===== config.mk =====
export PLATFORM = sky130hd
export DESIGN_NAME = mac_dot_sequencer
export DESIGN_NICKNAME = d
export VERILOG_FILES = /design/src/rtl/mac_dot_sequencer.sv
export SDC_FILE = /design/constraint.sdc
export NUM_CORES = 1
export LEC_CHECK = 0
export BUFFER_PORTS_ARGS = -buffer_cell sky130_fd_sc_hd__buf_4
export CAP_MARGIN = 20
export CORE_AREA = 2 2 133 109
export DETAILED_ROUTE_END_ITERATION = 8
export DIE_AREA = 0 0 135 111
export GPL_TIMING_DRIVEN = 0
export PLACE_DENSITY_LB_ADDON = 0.12
export SYNTH_ARGS = -nofsm -noshare
export SYNTH_HDL_FRONTEND = slang
export SYNTH_SLANG_ARGS = --single-unit

===== constraint.sdc =====
create_clock -name clk -period 5.1 [get_ports clk]
set_clock_uncertainty 0.05 [all_clocks]
set_input_delay 0.51 -clock clk [delete_from_list [all_inputs] [get_ports clk]]
set_output_delay 0.51 -clock clk [all_outputs]
set_load 0.05 [all_outputs]

===== src/rtl/mac_dot_sequencer.sv =====
// rtl/mac_dot_sequencer.sv - sequences one mac_unit through a K-element signed dot product
//
// Accepts a dot-product command, fetches operand pairs from the A/B operand
// buffers, issues each pair to a single mac_unit and carries the running sum
// across elements. It returns one ACC_WIDTH result per command. A result
// aborted by a mac_unit timeout is flagged with res_err.
//
// Ports
//   clk, rst                       clock; synchronous active-high reset
//   cmd_valid/cmd_ready            command handshake
//   cmd_base_a/cmd_base_b          first A/B operand buffer address
//   cmd_len                        element count K (0 legal)
//   cmd_accum                      1: start from last result, 0: start from 0
//   rd_en, rd_addr_a, rd_addr_b    operand buffer read request
//   rd_data_a, rd_data_b           operand buffer data, valid 1 cycle after rd_en
//   mac_a, mac_b, mac_acc_in       mac_unit operands, held from issue until done
//   mac_valid, mac_rst_acc         mac_unit issue pulse / clear-accumulator flag
//   mac_acc_out, mac_done          mac_unit result and completion
//   res_valid/res_ready            result handshake
//   res_data, res_err              result value and timeout-abort flag

`default_nettype none

module mac_dot_sequencer #(
    parameter int DATA_WIDTH = 8,
    parameter int ACC_WIDTH  = 32,
    parameter int ADDR_WIDTH = 10,
    parameter int LEN_WIDTH  = 10,
    parameter int TIMEOUT    = 15   // must be >= 2
) (
    input  logic                  clk,
    input  logic                  rst,

    input  logic                  cmd_valid,
    output logic                  cmd_ready,
    input  logic [ADDR_WIDTH-1:0] cmd_base_a,
    input  logic [ADDR_WIDTH-1:0] cmd_base_b,
    input  logic [LEN_WIDTH-1:0]  cmd_len,
    input  logic                  cmd_accum,

    output logic                  rd_en,
    output logic [ADDR_WIDTH-1:0] rd_addr_a,
    output logic [ADDR_WIDTH-1:0] rd_addr_b,
    input  logic [DATA_WIDTH-1:0] rd_data_a,
    input  logic [DATA_WIDTH-1:0] rd_data_b,

    output logic [DATA_WIDTH-1:0] mac_a,
    output logic [DATA_WIDTH-1:0] mac_b,
    output logic [ACC_WIDTH-1:0]  mac_acc_in,
    output logic                  mac_valid,
    output logic                  mac_rst_acc,
    input  logic [ACC_WIDTH-1:0]  mac_acc_out,
    input  logic                  mac_done,

    output logic                  res_valid,
    input  logic                  res_ready,
    output logic [ACC_WIDTH-1:0]  res_data,
    output logic                  res_err
);

    localparam int TMO_W = $clog2(TIMEOUT + 1);

    typedef enum logic [2:0] {
        S_DRAIN,
        S_IDLE,
        S_FETCH,
        S_RD,
        S_ISSUE,
        S_WAIT,
        S_OUT
    } state_t;

    state_t                state;
    state_t                state_next;

    logic [1:0]            drain_cnt;
    logic [ADDR_WIDTH-1:0] base_a;
    logic [ADDR_WIDTH-1:0] base_b;
    logic [LEN_WIDTH-1:0]  len;
    logic [LEN_WIDTH-1:0]  idx;
    logic [ACC_WIDTH-1:0]  acc;
    logic [ACC_WIDTH-1:0]  last;
    logic                  zero_start;
    logic                  err;
    logic [TMO_W-1:0]      tmo_cnt;

    logic                  last_elem;
    logic                  tmo_hit;

    // idx < len whenever this is evaluated, so idx+1 cannot overflow LEN_WIDTH.
    assign last_elem = (idx + LEN_WIDTH'(1)) == len;

    // tmo_cnt is 0 in the first WAIT cycle after ISSUE, so reaching TIMEOUT-2
    // means this is the last cycle a done may still arrive; OUT then falls
    // exactly TIMEOUT cycles after ISSUE.
    assign tmo_hit = tmo_cnt == TMO_W'(TIMEOUT - 2);

    assign rd_addr_a = base_a + ADDR_WIDTH'(idx);
    assign rd_addr_b = base_b + ADDR_WIDTH'(idx);
    assign res_data  = acc;
    assign res_err   = err;

    always_comb begin
        state_next  = state;
        cmd_ready   = 1'b0;
        rd_en       = 1'b0;
        mac_valid   = 1'b0;
        mac_rst_acc = 1'b0;
        res_valid   = 1'b0;

        case (state)
            S_DRAIN: begin
                // mac_done is ignored here so a leftover op from before reset
                // cannot be mistaken for a new element.
                if (drain_cnt == 2'd3) begin
                    state_next = S_IDLE;
                end
            end
            S_IDLE: begin
                cmd_ready = 1'b1;
                if (cmd_valid) begin
                    state_next = (cmd_len == '0) ? S_OUT : S_FETCH;
                end
            end
            S_FETCH: begin
                rd_en      = 1'b1;
                state_next = S_RD;
            end
            S_RD: begin
                state_next = S_ISSUE;
            end
            S_ISSUE: begin
                mac_valid   = 1'b1;
                mac_rst_acc = zero_start && (idx == '0);
                state_next  = S_WAIT;
            end
            S_WAIT: begin
                if (mac_done) begin
                    state_next = last_elem ? S_OUT : S_FETCH;
                end else if (tmo_hit) begin
                    state_next = S_OUT;
                end
            end
            S_OUT: begin
                res_valid = 1'b1;
                if (res_ready) begin
                    state_next = S_IDLE;
                end
            end
            default: begin
                state_next = S_DRAIN;
            end
        endcase
    end

    always_ff @(posedge clk) begin
        if (rst) begin
            state      <= S_DRAIN;
            drain_cnt  <= 2'd0;
            base_a     <= '0;
            base_b     <= '0;
            len        <= '0;
            idx        <= '0;
            acc        <= '0;
            last       <= '0;
            zero_start <= 1'b0;
            err        <= 1'b0;
            tmo_cnt    <= '0;
            mac_a      <= '0;
            mac_b      <= '0;
            mac_acc_in <= '0;
        end else begin
            state <= state_next;

            case (state)
                S_DRAIN: begin
                    // Wraps back to 0 on the cycle DRAIN is left.
                    drain_cnt <= drain_cnt + 2'd1;
                end
                S_IDLE: begin
                    if (cmd_valid) begin
                        base_a     <= cmd_base_a;
                        base_b     <= cmd_base_b;
                        len        <= cmd_len;
                        idx        <= '0;
                        acc        <= cmd_accum ? last : '0;
                        zero_start <= ~cmd_accum;
                        err        <= 1'b0;
                    end
                end
                S_RD: begin
                    // Operand registers double as the mac_unit issue ports, so
                    // they stay stable until the next element's RD.
                    mac_a      <= rd_data_a;
                    mac_b      <= rd_data_b;
                    mac_acc_in <= acc;
                end
                S_ISSUE: begin
                    tmo_cnt <= '0;
                end
                S_WAIT: begin
                    if (mac_done) begin
                        acc <= mac_acc_out;
                        idx <= idx + LEN_WIDTH'(1);
                    end else if (tmo_hit) begin
                        err <= 1'b1;
                    end else begin
                        tmo_cnt <= tmo_cnt + TMO_W'(1);
                    end
                end
                S_OUT: begin
                    if (res_ready) begin
                        last <= acc;
                    end
                end
                default: begin
                end
            endcase
        end
    end

endmodule

`default_nettype wire

==> flow_metrics.tcl, run 1 <==
set metrics [dict create \
    post-route-period-util 0.641 \
    num_rows 39 \
    post-synth-top-area-cell "dfxtp_1" \
    maxCapViolCount 0 \
    timing.final.crit_period_ps 3270 \
    final_cell_count_no_fill 1344 \
    numCtsBuffers 17 \
    worst_ep_arrival_time_ps 2710 \
    grt_pass1_wl_um 33000 \
    antenna_found_initial 0 \
    dpl.hpwl_um 15400 \
    worst_pin_slew_ps 654 \
    syn_area_sq_mm 0.00741 \
    synthCells 944 \
    hold_start "rd_data_a[4]" \
    fin_nets 1258 \
    gr-total-overflow 0 \
    async_flop_share 0 \
    setup_violations 0 \
    area_growth_pct 30.0 \
    synth_top_area_frac 0.440 \
    hold_slack_ps 276 \
    rsz0062_at_grt "no" \
    clock_path_buffers 2 \
    synth_ff_type "dfxtp_1" \
    p_leak_nw 3.76 \
    synth_area_leaders "dfxtp_1 44%, nand2_1 13%, a21oi_1 9.2%, a311oi_1 4.1%, ha_1 3.9%" \
    synth_fp_nets 1053 \
    yosysUniqueCellTypes 56 \
    dieArea_sq_mm 0.0150 \
    crit_path_max_fanout 7 \
    die_h_um 111 \
    synth-seq-area-share 0.440 \
    critPathKind "flip-flop to primary output" \
    drc 0 \
    die_width_um 135 \
    synth.avg_cell_area_sq_um 7.85 \
    viasPerCell 5.45 \
    ctsHoldBuffers 0 \
    dp_cells 1314 \
    io_buffers 186 \
    yosysWarnings 0 \
    drtAntennaViolNets 0 \
    wl_per_cell_um 15.5 \
    crit_start "idx[1]" \
    fin_ws_ps 1830 \
    r2r-start "idx[0]" \
    synth_edf_count 0 \
    outcome "completed" \
    ioPinCount 190 \
    initial_utilization 0.535 \
    crit_chain "ha_1, a21o_1, a21oi_1, a21oi_1, a21o_1, a21oi_1, xnor2_1, buf_4" \
    gp_congestion 0.901 \
    worstSkewPairLatency_ps 430 \
    clkTransAtPathRegs_ps 60 \
    cp-end-kind "primary output" \
    ctsResizeCount 0 \
    first_pass_iters 5 \
    antenna_cells 0 \
    wirelength_um 20800 \
    critPathSlowestCell "dfxtp_1" \
    slew_headroom 0.560 \
    grt.total_usage 0.277 \
    fmax_ghz 0.306 \
    drive_gt1_frac 0.223 \
    grt_max_degree 17 \
    pre_cts_slack_ps 2280 \
    dr_total_vias 7325 \
    power.total_w 0.00319 \
    hold_violations 0 \
    coreArea_sq_mm 0.0139 \
    cp.required_ps 4540 \
    crit_top_cell "a21oi_1" \
    cts_setup_buffers 0 \
    crit_family "compound AO/OA/AOI/OAI gates" \
    ys_seq_elements 163 \
    clock_sinks 163 \
    cts_root_buf "clkbuf_16" \
    path_buf_inv 1 \
    slowest_delay_ps 490 \
    cts_tree "yes" \
    fin_tns_setup_ps 0 \
    hold_path.class "primary input to flip-flop" \
    grt_pass1_vias 6601 \
    cts.htree.levels 4 \
    drtIter0Drc 550 \
    critPathLaunchType "flip-flop" \
    ir_drop_mv 0.261 \
    power_density_mw_per_mm2 331 \
    drv_slew 0 \
]
==> per-stage QoR <==
| step | util | area (sq um) |
|---|---|---|
| final | 0.696 | 9640 |
| after global routing | 0.696 | 9640 |
| after CTS | 0.696 | 9640 |
| after detailed placement | 0.652 | 9040 |
| after global placement | 0.652 | 9040 |
| after floorplan | - | 7410 |
==> kinds of logic after synthesis <==
kind of cell               after synthesis  share of synthesized area
and+or+nand+nor                        420                      0.248
AOI/OAI and AO/OA                      213                      0.173
DFF                                    163                      0.440
buffers and inverters                   87                     0.0515
xor gates and xnor gates                32                     0.0378
adders and majority gates               25                     0.0442
muxes                                    4                    0.00557
==> state kept, by name, summed over array words and instances, names as in the netlist <==
signal      flops
last           32
base_b         10
mac_acc_in     32
len            10
mac_b           8
zero_start      1
res_err         1
idx            10
mac_a           8
res_data       32
drain_cnt       2
base_a         10
tmo_cnt         4
state           3
==> worst min-delay path, cell delays in order <==
cell and delay [ps]:
buf_4 100, nand2_1 40, a21oi_1 50
==> report_power, final <==
part | leakage, nW | switching [W] | internal [W]
Combinational | 2.16 | 0.000325 | 0.000184
Clock | 0.295 | 0.000502 | 0.000802
Sequential | 1.31 | 0.0000498 | 0.00133
==> layout make-up <==
cell class                 instances  area (sq um)
clock buffer                      21           470
tap                              184           230
sequential                       163          3260
inverter                          16          60.1
fill                            1188          4220
buffer                            71           322
multi-input combinational        694          3770
clock inverter                     9           130
timing repair buffer             186          1400
==> synthesized netlist by cell type (all sizes together) (2+ instances only) <==
| master | number |
|---|---|
| nand3 | 41 |
| a311oi | 35 |
| and2 | 5 |
| a31oi | 2 |
| inv | 16 |
| a21oi | 137 |
| xnor2 | 23 |
| xor2 | 9 |
| clkbuf | 42 |
| nor2 | 60 |
| nor3b | 3 |
| ha | 23 |
| nor3 | 14 |
| or3 | 4 |
| o21a | 8 |
| nand4 | 4 |
| o2bb2ai | 2 |
| nand2b | 2 |
| or4 | 3 |
| dfxtp | 163 |
| buf | 29 |
| nor4 | 6 |
| fa | 2 |
| a21o | 5 |
| nand2 | 266 |
| mux2i | 3 |
| o21ai | 14 |
| nor2b | 6 |
| and3 | 4 |
==> cell usage in the layout, fill, tap and decap left out, types with 23 or more instances in the layout <==
master,Yosys,layout
a21oi_1,137,137
a311oi_1,35,35
buf_4,8,194
clkbuf_1,42,43
dfxtp_1,163,163
ha_1,23,23
nand2_1,263,263
nand3_1,40,40
nor2_1,59,59
xnor2_1,23,23
==> metal layers <==
layer,vias to the layer above,share of wire,global-route usage
met4,0,0.018,0.0944
met3,33,0.092,0.0631
met5,-,0,0
met1,3370,0.47,0.405
met2,300,0.42,0.401
li1,3622,-,-
==> path summary, 6_finish.rpt <==
kind	depth (start not counted)	endpoint	slack, ps
max	8	rd_addr_b[9]	1830
min	3	mac_a[4]	280
max reg2reg	7	state[2]	2840
min reg2reg	2	mac_acc_in[4]	400
Note: power is estimated with default switching activity, not from simulation.
==> run 2: changes to the inputs <==
CORE_AREA = 2 2 142 117   (was 2 2 133 109)
DIE_AREA = 0 0 144 119   (was 0 0 135 111)
clock period = 2.8 ns   (was 5.1 ns; I/O delays follow)
==> flow_metrics.tcl, run 2 (synthesis results as in run 1) <==
set metrics [dict create \
    slew_headroom 0.562 \
    drive_gt1_frac 0.239 \
    drtIter0Drc 477 \
    worstSkewPairLatency_ps 420 \
    critPathLaunchType "flip-flop" \
    die_h_um 119 \
    dieArea_sq_mm 0.0171 \
    ioPinCount 190 \
    reg2reg_depth 8 \
    cts_tree "yes" \
    hold_path.class "primary input to flip-flop" \
    io_buffers 186 \
    crit_end "rd_addr_a[8]" \
    whs_path_depth 3 \
    area_growth_pct 32.4 \
    rr_endpoint "state[2]" \
    wirelength_um 21600 \
    drc 0 \
    maxCapViolCount 0 \
    layout_commonest_cell "nand2_1" \
    critPathKind "flip-flop to primary output" \
    drtAntennaViolNets 0 \
    ctsHoldBuffers 0 \
    grt_max_degree 17 \
    grt.total_usage 0.251 \
    dr_total_vias 7348 \
    clock_path_buffers 2 \
    worst_pin_slew_ps 652 \
    post-route-period-util 0.995 \
    cts_root_buf "clkbuf_16" \
    antenna_cells 0 \
    dpl.hpwl_um 15900 \
    viasPerCell 5.31 \
    grt_pass1_wl_um 33700 \
    grt_pass1_vias 6638 \
    numCtsBuffers 17 \
    wl_per_cell_um 15.6 \
    drv_slew 0 \
    final_cell_mix "263 x nand2_1, 197 x buf_4, 160 x dfxtp_1" \
    fill_cells 1489 \
    gr-total-overflow 0 \
    r2r_setup_slack_ps 630 \
    rsz0062_at_grt "yes" \
    cts.htree.levels 4 \
    fin_tns_setup_ps 0 \
    crit_start "idx[0]" \
    cp.required_ps 2470 \
    outcome "completed" \
    postLayoutCoreUtil 0.616 \
    antenna_found_initial 0 \
    initial_utilization 0.466 \
    timing.final.crit_period_ps 2790 \
    ir_drop_mv 0.441 \
    clock_sinks 163 \
    die_width_um 144 \
    fin_nets 1261 \
    p_leak_nw 3.81 \
    hold_violations 0 \
    power.total_w 0.00597 \
    clkTransAtPathRegs_ps 60 \
    worst_ep_arrival_time_ps 2460 \
    fmax_ghz 0.359 \
    coreArea_sq_mm 0.0159 \
    crit_path_max_fanout 4 \
    setup_violations 0 \
    power_density_mw_per_mm2 609 \
    cp-end-kind "primary output" \
    first_pass_iters 5 \
    gp_congestion 0.840 \
    num_rows 42 \
    r2r-start "idx[0]" \
]
==> run 2: cell types whose count changed in the layout (fill, tap and decap cells not counted), moves of 3 or more <==
cell and change:
buf_4 +3, o21ai_0 -4, dfxtp_1 -3, o21ai_1 +3, a21oi_1 -3
==> run 2: stage by stage <==
stage | area, sq um | instances | hold WS [ps] | worst slack, ps
2_1_floorplan | 7420 | 944 | 366 | 21.7
3_3_place_gp | 9090 | 1350 | 392 | 148
3_5_place_dp | 9090 | 1350 | 397 | 199
4_1_cts | 9770 | 1383 | 39.3 | 4.66
5_1_grt | 9810 | 1385 | 38.5 | -93.5
6_report | 9810 | 1385 | 50.0 | 14.4
==> run 2: worst max-delay path: stages, from the launching register on <==
cell and delay (ps):
dfxtp_4 360, ha_2 180, inv_2 60, fa_2 240, nor2b_1 60, o21a_1 190
o21ai_2 110, nand2b_1 100, a311oi_2 340, xnor2_1 170, buf_4 230
==> run 2: cell type report <==
class	instances	area (sq um)	share of cell area
clock inverter	11	173	0.0176
tap	220	275	0.0281
sequential	163	3270	0.333
timing repair buffer	189	1420	0.145
inverter	16	63.8	0.00650
buffer	71	322	0.0328
multi-input combinational	694	3820	0.389
clock buffer	21	470	0.0479
==> run 2: worst min path at each step <==
stage / startpoint / endpoint / slack (ps)
3_5_place_dp: mac_b[3] / mac_b[3] / 400
5_1_grt: rd_data_b[3] / mac_b[3] / 40
3_3_place_gp: last[0] / last[0] / 390
4_1_cts: rd_data_b[7] / mac_b[7] / 40
2_1_floorplan: cmd_base_a[0] / base_a[0] / 370
6_report: rd_data_b[0] / mac_b[0] / 50
==> run 2: metal layers <==
layer | GRT usage | vias to the layer above | share of wire
met1 | 0.368 | 3442 | 0.48
met4 | 0.0539 | 0 | 0.010
met5 | 0 | - | 0
met3 | 0.0688 | 27 | 0.083
li1 | - | 3629 | -
met2 | 0.367 | 250 | 0.43
==> run 2: where the power goes <==
group / leakage [nW] / switching [W] / internal [W]
registers: 1.32 / 0.0000889 / 0.00241
clock network: 0.319 / 0.000964 / 0.00157
logic: 2.17 / 0.000598 / 0.000336
total: 3.81 / 0.00165 / 0.00432
==> run 2: repair_timing <==
| action | 4_1_cts | 5_1_grt |
|---|---|---|
| setup endpoints to repair | 6 | 6 |
| gates resized for setup | 9 | 12 |
| buffers inserted | 1 | 2 |
| pin swaps | 0 | 7 |
